**src/rtl/mult_seq_32bit_pkg.sv**
```systemverilog
// Shared constants and types for the sequential arithmetic units.
// The product type is 64 bits wide so a future divider can use the same type.
package mult_seq_32bit_pkg;

  localparam int WIDTH = 32;
  localparam int CNT_W = 6;

  typedef enum logic {
    IDLE = 1'b0,
    RUN  = 1'b1
  } state_t;

  typedef logic [2*WIDTH-1:0] prod_t;

endpackage

```
**src/rtl/mult_seq_32bit_negate.sv**
```systemverilog
// Combinational two's-complement negation (~x + 1).
// Used both to take operand magnitudes and to restore the sign of the product.
module negate_64bit #(
  parameter int W = 64
) (
  input  logic [W-1:0] value,
  output logic [W-1:0] result
);

  assign result = ~value + W'(1);

endmodule

```
**src/rtl/mult_seq_32bit.sv**
```systemverilog
// Iterative shift-add multiplier: one partial product per cycle, 32 cycles per operation.
// Signed operands are multiplied as magnitudes, and the sign is applied to the 64-bit result.
module mult_seq_32bit #(
  parameter int WIDTH = mult_seq_32bit_pkg::WIDTH,
  parameter int CNT_W = mult_seq_32bit_pkg::CNT_W
) (
  input  logic             clk,
  input  logic             rst_n,
  input  logic             start,
  input  logic             is_signed,
  input  logic [WIDTH-1:0] a,
  input  logic [WIDTH-1:0] b,
  output logic             busy,
  output logic             done,
  output logic [WIDTH-1:0] hi,
  output logic [WIDTH-1:0] lo
);

  import mult_seq_32bit_pkg::*;

  localparam int PW = 2 * WIDTH;

  state_t             state_reg, state_next;
  logic [WIDTH-1:0]   mcand_reg, mcand_next;
  logic [WIDTH-1:0]   acc_hi_reg, acc_hi_next;
  logic [WIDTH-1:0]   acc_lo_reg, acc_lo_next;
  logic [CNT_W-1:0]   count_reg, count_next;
  logic               neg_reg, neg_next;
  logic               busy_reg, busy_next;
  logic               done_reg, done_next;
  logic [WIDTH-1:0]   hi_reg, hi_next;
  logic [WIDTH-1:0]   lo_reg, lo_next;

  logic [WIDTH-1:0]   a_neg, b_neg, a_mag, b_mag;
  logic [WIDTH:0]     sum;
  logic [PW-1:0]      prod_raw, prod_neg, prod_fixed;

  negate_64bit #(.W(WIDTH)) u_neg_a (.value(a),        .result(a_neg));
  negate_64bit #(.W(WIDTH)) u_neg_b (.value(b),        .result(b_neg));
  negate_64bit #(.W(PW))    u_neg_p (.value(prod_raw), .result(prod_neg));

  // -2^31 negates to itself, which read as unsigned is exactly its magnitude.
  assign a_mag = (is_signed && a[WIDTH-1]) ? a_neg : a;
  assign b_mag = (is_signed && b[WIDTH-1]) ? b_neg : b;

  // acc_lo starts out holding the multiplier. Multiplier bits leave from the
  // bottom while product bits enter at the top, so acc_lo[0] is the current multiplier bit.
  assign sum        = acc_lo_reg[0] ? ({1'b0, acc_hi_reg} + {1'b0, mcand_reg})
                                    : {1'b0, acc_hi_reg};
  assign prod_raw   = {sum, acc_lo_reg[WIDTH-1:1]};
  assign prod_fixed = neg_reg ? prod_neg : prod_raw;

  always_ff @(posedge clk or negedge rst_n) begin
    if (!rst_n) state_reg <= IDLE;
    else        state_reg <= state_next;
  end

  always_comb begin
    state_next  = state_reg;
    mcand_next  = mcand_reg;
    acc_hi_next = acc_hi_reg;
    acc_lo_next = acc_lo_reg;
    count_next  = count_reg;
    neg_next    = neg_reg;
    busy_next   = busy_reg;
    done_next   = 1'b0;
    hi_next     = hi_reg;
    lo_next     = lo_reg;
    case (state_reg)
      IDLE: begin
        if (start) begin
          state_next  = RUN;
          mcand_next  = a_mag;
          acc_lo_next = b_mag;
          acc_hi_next = '0;
          neg_next    = is_signed & (a[WIDTH-1] ^ b[WIDTH-1]);
          count_next  = '0;
          busy_next   = 1'b1;
        end
      end
      RUN: begin
        acc_hi_next = sum[WIDTH:1];
        acc_lo_next = {sum[0], acc_lo_reg[WIDTH-1:1]};
        count_next  = count_reg + CNT_W'(1);
        if (count_reg == CNT_W'(WIDTH - 1)) begin
          {hi_next, lo_next} = prod_fixed;
          done_next  = 1'b1;
          busy_next  = 1'b0;
          state_next = IDLE;
        end
      end
      default: state_next = IDLE;
    endcase
  end

  always_ff @(posedge clk or negedge rst_n) begin
    if (!rst_n) begin
      mcand_reg  <= '0;
      acc_hi_reg <= '0;
      acc_lo_reg <= '0;
      count_reg  <= '0;
      neg_reg    <= 1'b0;
      busy_reg   <= 1'b0;
      done_reg   <= 1'b0;
      hi_reg     <= '0;
      lo_reg     <= '0;
    end else begin
      mcand_reg  <= mcand_next;
      acc_hi_reg <= acc_hi_next;
      acc_lo_reg <= acc_lo_next;
      count_reg  <= count_next;
      neg_reg    <= neg_next;
      busy_reg   <= busy_next;
      done_reg   <= done_next;
      hi_reg     <= hi_next;
      lo_reg     <= lo_next;
    end
  end

  assign busy = busy_reg;
  assign done = done_reg;
  assign hi   = hi_reg;
  assign lo   = lo_reg;

endmodule

```
**config.mk**
```make
export PLATFORM = sky130hd
export DESIGN_NAME = mult_seq_32bit
export DESIGN_NICKNAME = d
export VERILOG_FILES = /design/src/rtl/mult_seq_32bit_pkg.sv /design/src/rtl/mult_seq_32bit_negate.sv /design/src/rtl/mult_seq_32bit.sv
export SDC_FILE = /design/constraint.sdc
export NUM_CORES = 1
export LEC_CHECK = 0
export BUFFER_PORTS_ARGS = -buffer_cell sky130_fd_sc_hd__buf_4
export CORE_ASPECT_RATIO = 0.6
export CORE_MARGIN = 2
export CORE_UTILIZATION = 55
export CTS_CLUSTER_SIZE = 12
export DETAILED_ROUTE_END_ITERATION = 16
export GPL_ROUTABILITY_DRIVEN = 1
export PLACE_DENSITY_LB_ADDON = 0.08
export SYNTH_ARGS = -nofsm -noshare
export SYNTH_HDL_FRONTEND = slang
export SYNTH_SLANG_ARGS = --single-unit
```
**constraint.sdc**
```tcl
create_clock -name clk -period 9.5 [get_ports clk]
set_clock_uncertainty 0.2 [all_clocks]
set_input_delay 2.85 -clock clk [delete_from_list [all_inputs] [get_ports clk]]
set_output_delay 2.85 -clock clk [all_outputs]
set_load 0.01 [all_outputs]
```
# [Yosys cells after proc, flatten, opt, wreduce, memory -nomap -nowiden]
# Cells that the tools add are included.
[word_totals] regBits=170
[classes] n_reduce_logical=5 eq_ne=3 n_mux=18 n_addsub=5 bitwise=6
[ops] operator="$mux W32" count=4
[ops] operator="$pmux W32 S2" count=2
[ops] operator="$add A32 B1 Y32 const B" count=2
[ops] operator="$add A64 B1 Y64 const B" count=1
[ops] operator="$mux W64" count=1
[ops] operator="$not A32 Y32" count=2
[ops] operator="$not A64 Y64" count=1
[ops] operator="$add A32 B32 Y33" count=1
[ops] operator="$mux W33" count=1
[ops] operator="$pmux W6 S2" count=1
[ops] operator="$add A6 B1 Y6 const B" count=1
[ops] operator="$eq A6 B5 Y1 const B" count=1
[ops] operator="$mux W1" count=6
[ops] operator="$mux W6" count=1
[ops] operator="$reduce_and A2 Y1" count=3
[ops] operator="$pmux W1 S2" count=2
[ops] operator="$logic_and A1 B1 Y1" count=2
[ops] operator="$ne A2 B1 Y1 const B" count=1
[ops] operator="$ne A2 B2 Y1 const B" count=1
[ops] operator="$and A1 B1 Y1" count=1
[ops] operator="$not A1 Y1" count=1
[ops] operator="$xor A1 B1 Y1" count=1

# [Longest topological paths before layout]
[depth] depth_word=5 depth_mapped=14 mapped_depth_nobuf=13

# [Modules after synthesis]
# A second synthesis with hierarchy kept.
[unflattened] hier_cells=1558 hier_area_um2=12978.7
[modules_own_cells] mod="mult_seq_32bit" seq_area_each_um2=4254.1 cells_each=1206 n_inst=1 area_each_um2=10417.5
[modules_own_cells] mod="negate_64bit at u_neg_p" seq_area_each_um2=0.0 cells_each=186 n_inst=1 area_each_um2=1287.5
[modules_own_cells] mod="negate_64bit at u_neg_a ..." seq_area_each_um2=0.0 cells_each=83 n_inst=2 area_each_um2=636.9

# [Worst setup path after synthesis]
# OpenSTA, ideal clock, no wires.
[synth_timing] kind="input to register" from="in b[4]" to="reg acc_lo_reg[25]" setup_slack_ns=4.092 setup_ns=0.137 arrival_time_ns=5.071 stages=9 path_cell_list="nor4_1 -> nor4b_1 -> and2_1 -> nand3b_1 -> nor3b_1 -> a21oi_1 -> or3_1 -> a311oi_1 -> a21oi_1"
[synth_between] elab_chain_cells=5
[synth_rtl] element="start, declared" line="mult_seq_32bit.sv:12" source="input logic [WIDTH-1:0] b,"
[synth_rtl] element="$not A32 Y32" line="mult_seq_32bit_negate.sv:10" source="assign result = ~value + W'(1);"
[synth_rtl] element="$add A32 B1 Y32" line="mult_seq_32bit_negate.sv:10"
[synth_rtl] element="$mux W32" line="mult_seq_32bit.sv:44" source="assign b_mag = (is_signed && b[WIDTH-1]) ? b_neg : b;"
[synth_rtl] element="$mux W32" line="mult_seq_32bit.sv:71" source="if (start) begin"
[synth_rtl] element="$pmux W32 S2" line="mult_seq_32bit.sv:69" source="case (state_reg)"
[synth_rtl] element="end signal, assigned" line="mult_seq_32bit.sv:110" source="acc_lo_reg <= acc_lo_next;"
[synth_rtl] element="end, declared" line="mult_seq_32bit.sv:26" source="logic [WIDTH-1:0] acc_lo_reg, acc_lo_next;"
# No other way between the ends. The select of a mux whose other input is x is not followed.
# A chain may end at the register's enable or synchronous reset.

# [Final worst setup path]
# Ends and elaborated chain as after synthesis.

==> metrics.csv <==
metric,value,unit
peakVddDrop,0.000211,V
overflow,0,
port_buffers,133,
diodes,0,
place_congestion,0.954,
relSlewSlack,20.7,%
rsz0062_at_grt,no,
hp-class,reg2reg,
crit_top_cell,a21oi_1,
mostFrequentLayoutCell,nand2_1,
dp.cells,1808,
grt_max_degree,100,
cp.required,9610,ps
placed_area,0.0129,sq mm
r2r-end,hi[27],
crit_path_max_incr_delay,590,ps
power.internal,0.00254,W
yosys_most_used_dff,dfrtp_1,
yosysWarnings,0,
synthTopCellsByArea,"dfrtp_1 (36%), o21ai_0 (9.0%), nand2_1 (8.2%)",
cts_resized,0,
area.growth.synth_to_final,14.3,%
fin_setup_tns,0,ps
status,completed,
cts_tree,built,
cts_sinks,170,
crit_chain,"buf_4, nor4_1, nor4b_1, and2_1, nand3b_1, nor3b_1, a21oi_1, or3_1, a311oi_1, a21oi_1",
max_cap_violations,0,
synth_top_area_share,36.0,%
first_pass_iters,5,
antenna_found_initial,0,
core,0.0210,sq mm
clkTransAtPathRegs,70,ps
cts_buffers,17,
dp_hpwl,24.9,mm
synthArstFlopShare,100,%
seq_power_share,28.2,%
grt_pass1_vias,10100,
hold_path_end,lo[20],
rr_worst_depth,13,
synth.cell_area,0.0118,sq mm
drive_above_1_share,12.7,%
cellPowerDensity,366,mW/mm^2
final_cell_mix,"nand2_1 (259), o21ai_0 (213), dfrtp_1 (168)",
synth_nets,1574,
fin_crit_sh,59.5,%
period_needed,5650,ps
cp_slowest_cell,nor4b_1,
ys_types,82,
power.share.clock,14.0,%
ctsRootBufferMaster,clkbuf_16,
avgRoutedWirePerCell,18.4,um
finalHoldViolCount,0,
grt_pass1_wl,55.2,mm
synth_edf_count,0,
finalSetupViolations,0,
crit_start,b[4],
worstSetupPathType,in2reg,
ys_seq_area_share,36.0,%
avgSynthCellArea,8.05,sq um
vias_per_cell,6.08,
post-route-cell-area,0.0135,sq mm
synth_top_cell_by_area,dfrtp_1,
grt_usage,30.3,%
min_delay_path_depth,2,
cp_max_fo,4,
pwr-share-comb,57.8,%
ant_nets,0,
clk_latency,450,ps
p_leak,5.94,nW
cp_data_arrival_time,5760,ps
tightest_slew,1160,ps
startpoint_type,primary input,
final_nets,1653,
num_vias,11200,
final_util,64.3,%
routed_wl,33.9,mm
cts_hold_buf,0,
finalMaxSlewViolations,0,
drtIter0Drc,970,
post_cts_buffers,0,
clock_path_buffers,2,
synthCells,1469,
start_util,56.3,%
dieHeight,118,um
die_area,0.0227,sq mm
regToRegSetupSlack,4440,ps
end_kind,flip-flop,
fmax,177,MHz
worstHoldStart,lo[20],
ios,134,
fin_cells,1840,
synth_seq_cells,170,
dieWidth,193,um
rows,41,
h-tree-depth,4,
worstReg2RegStart,mcand_reg[0],
switching_share,48.6,%
switching_power,0.00241,W
drc,0,
-- power groups by stage --
stage	combinational (W)	sequential, W	clock, W
floorplan	0.00200	0.00131	0
global placement	0.00273	0.00139	0
detailed placement	0.00279	0.00140	0
CTS	0.00282	0.00139	0.000702
global route	0.00316	0.00144	0.000731
finish	0.00286	0.00140	0.000695
-- cell type report --
class | count | area (sq um)
Multi-Input combinational cell | 1187 | 7170
Tap cell | 279 | 349
Clock inverter | 12 | 116
Inverter | 33 | 124
Timing Repair Buffer | 139 | 1050
Sequential cell | 170 | 4260
Fill cell | 1867 | 7510
Clock buffer | 20 | 457
-- cell families after synthesis --
kind of cell | after synthesis | share of synthesized area [%]
AOI/OAI and AO/OA | 442 | 22.5
xor gates and xnor gates | 120 | 8.88
adders and majority gates | 37 | 3.98
buffers and inverters | 112 | 3.58
DFF | 170 | 36.0
muxes | 30 | 2.60
and+or+nand+nor | 558 | 22.5
-- stage by stage --
| stage | worst slack, ps | hold slack (ps) | total power, W |
|---|---|---|---|
| 3_3_place_gp | 3450 | 262 | 0.00411 |
| 5_1_grt | 3610 | 307 | 0.00533 |
| 3_5_place_dp | 3480 | 264 | 0.00418 |
| 2_1_floorplan | 4090 | 245 | 0.00332 |
| 4_1_cts | 3920 | 287 | 0.00491 |
| 6_report | 3850 | 278 | 0.00495 |
-- worst max-delay path: cells and delay by family --
kind	cells	cell delay [ps]
AND/OR/NAND/NOR	6	2230
AO/OA/AOI/OAI	3	540
buffers and inverters	1	130
-- synth_stat cells, types with 3 or more instances --
cell type  count
a211o_1        7
a211oi_1      12
a21o_1        10
a21oi_1       63
a221oi_1       6
a31oi_1        8
and2_1         9
and3_1         8
and3b_1        3
buf_1          9
buf_2          3
clkbuf_1      67
dfrtp_1      170
ha_1          36
inv_1         31
mux2_2         6
mux2i_1       24
nand2_1      259
nand2b_1      41
nand3_1       30
nand3b_1       8
nand4_1       11
nand4b_1       3
nor2_1        79
nor2b_1        5
nor3_1        35
nor3b_1        3
nor4_1        11
o211a_1        4
o211ai_1       8
o21a_1        10
o21ai_0      213
o21ai_1       28
o21bai_1       3
o311ai_1       3
o31ai_1       23
o41ai_1       11
or2_2          4
or3_1         23
or4_1         12
xnor2_1       52
xor2_1        68
-- how the worst max path moves through the flow --
stage	endpoint	slack (ps)	cells after the start
after floorplan	acc_lo_reg[25]	4090	9
after global placement	acc_lo_reg[25]	3450	10
after detailed placement	acc_lo_reg[25]	3480	10
after CTS	acc_lo_reg[25]	3920	10
after global routing	acc_lo_reg[25]	3610	10
final	acc_lo_reg[25]	3850	10
-- routing by layer --
| metal | up-vias | track usage (%) | wire length (um) |
|---|---|---|---|
| met4 | 0 | 7.20 | 497 |
| met5 | - | 0 | 0 |
| met3 | 42 | 5.73 | 2610 |
| li1 | 5385 | - | - |
| met1 | 5341 | 47.8 | 16800 |
| met2 | 419 | 42.1 | 14000 |
Note: power is estimated with default switching activity, not from simulation.
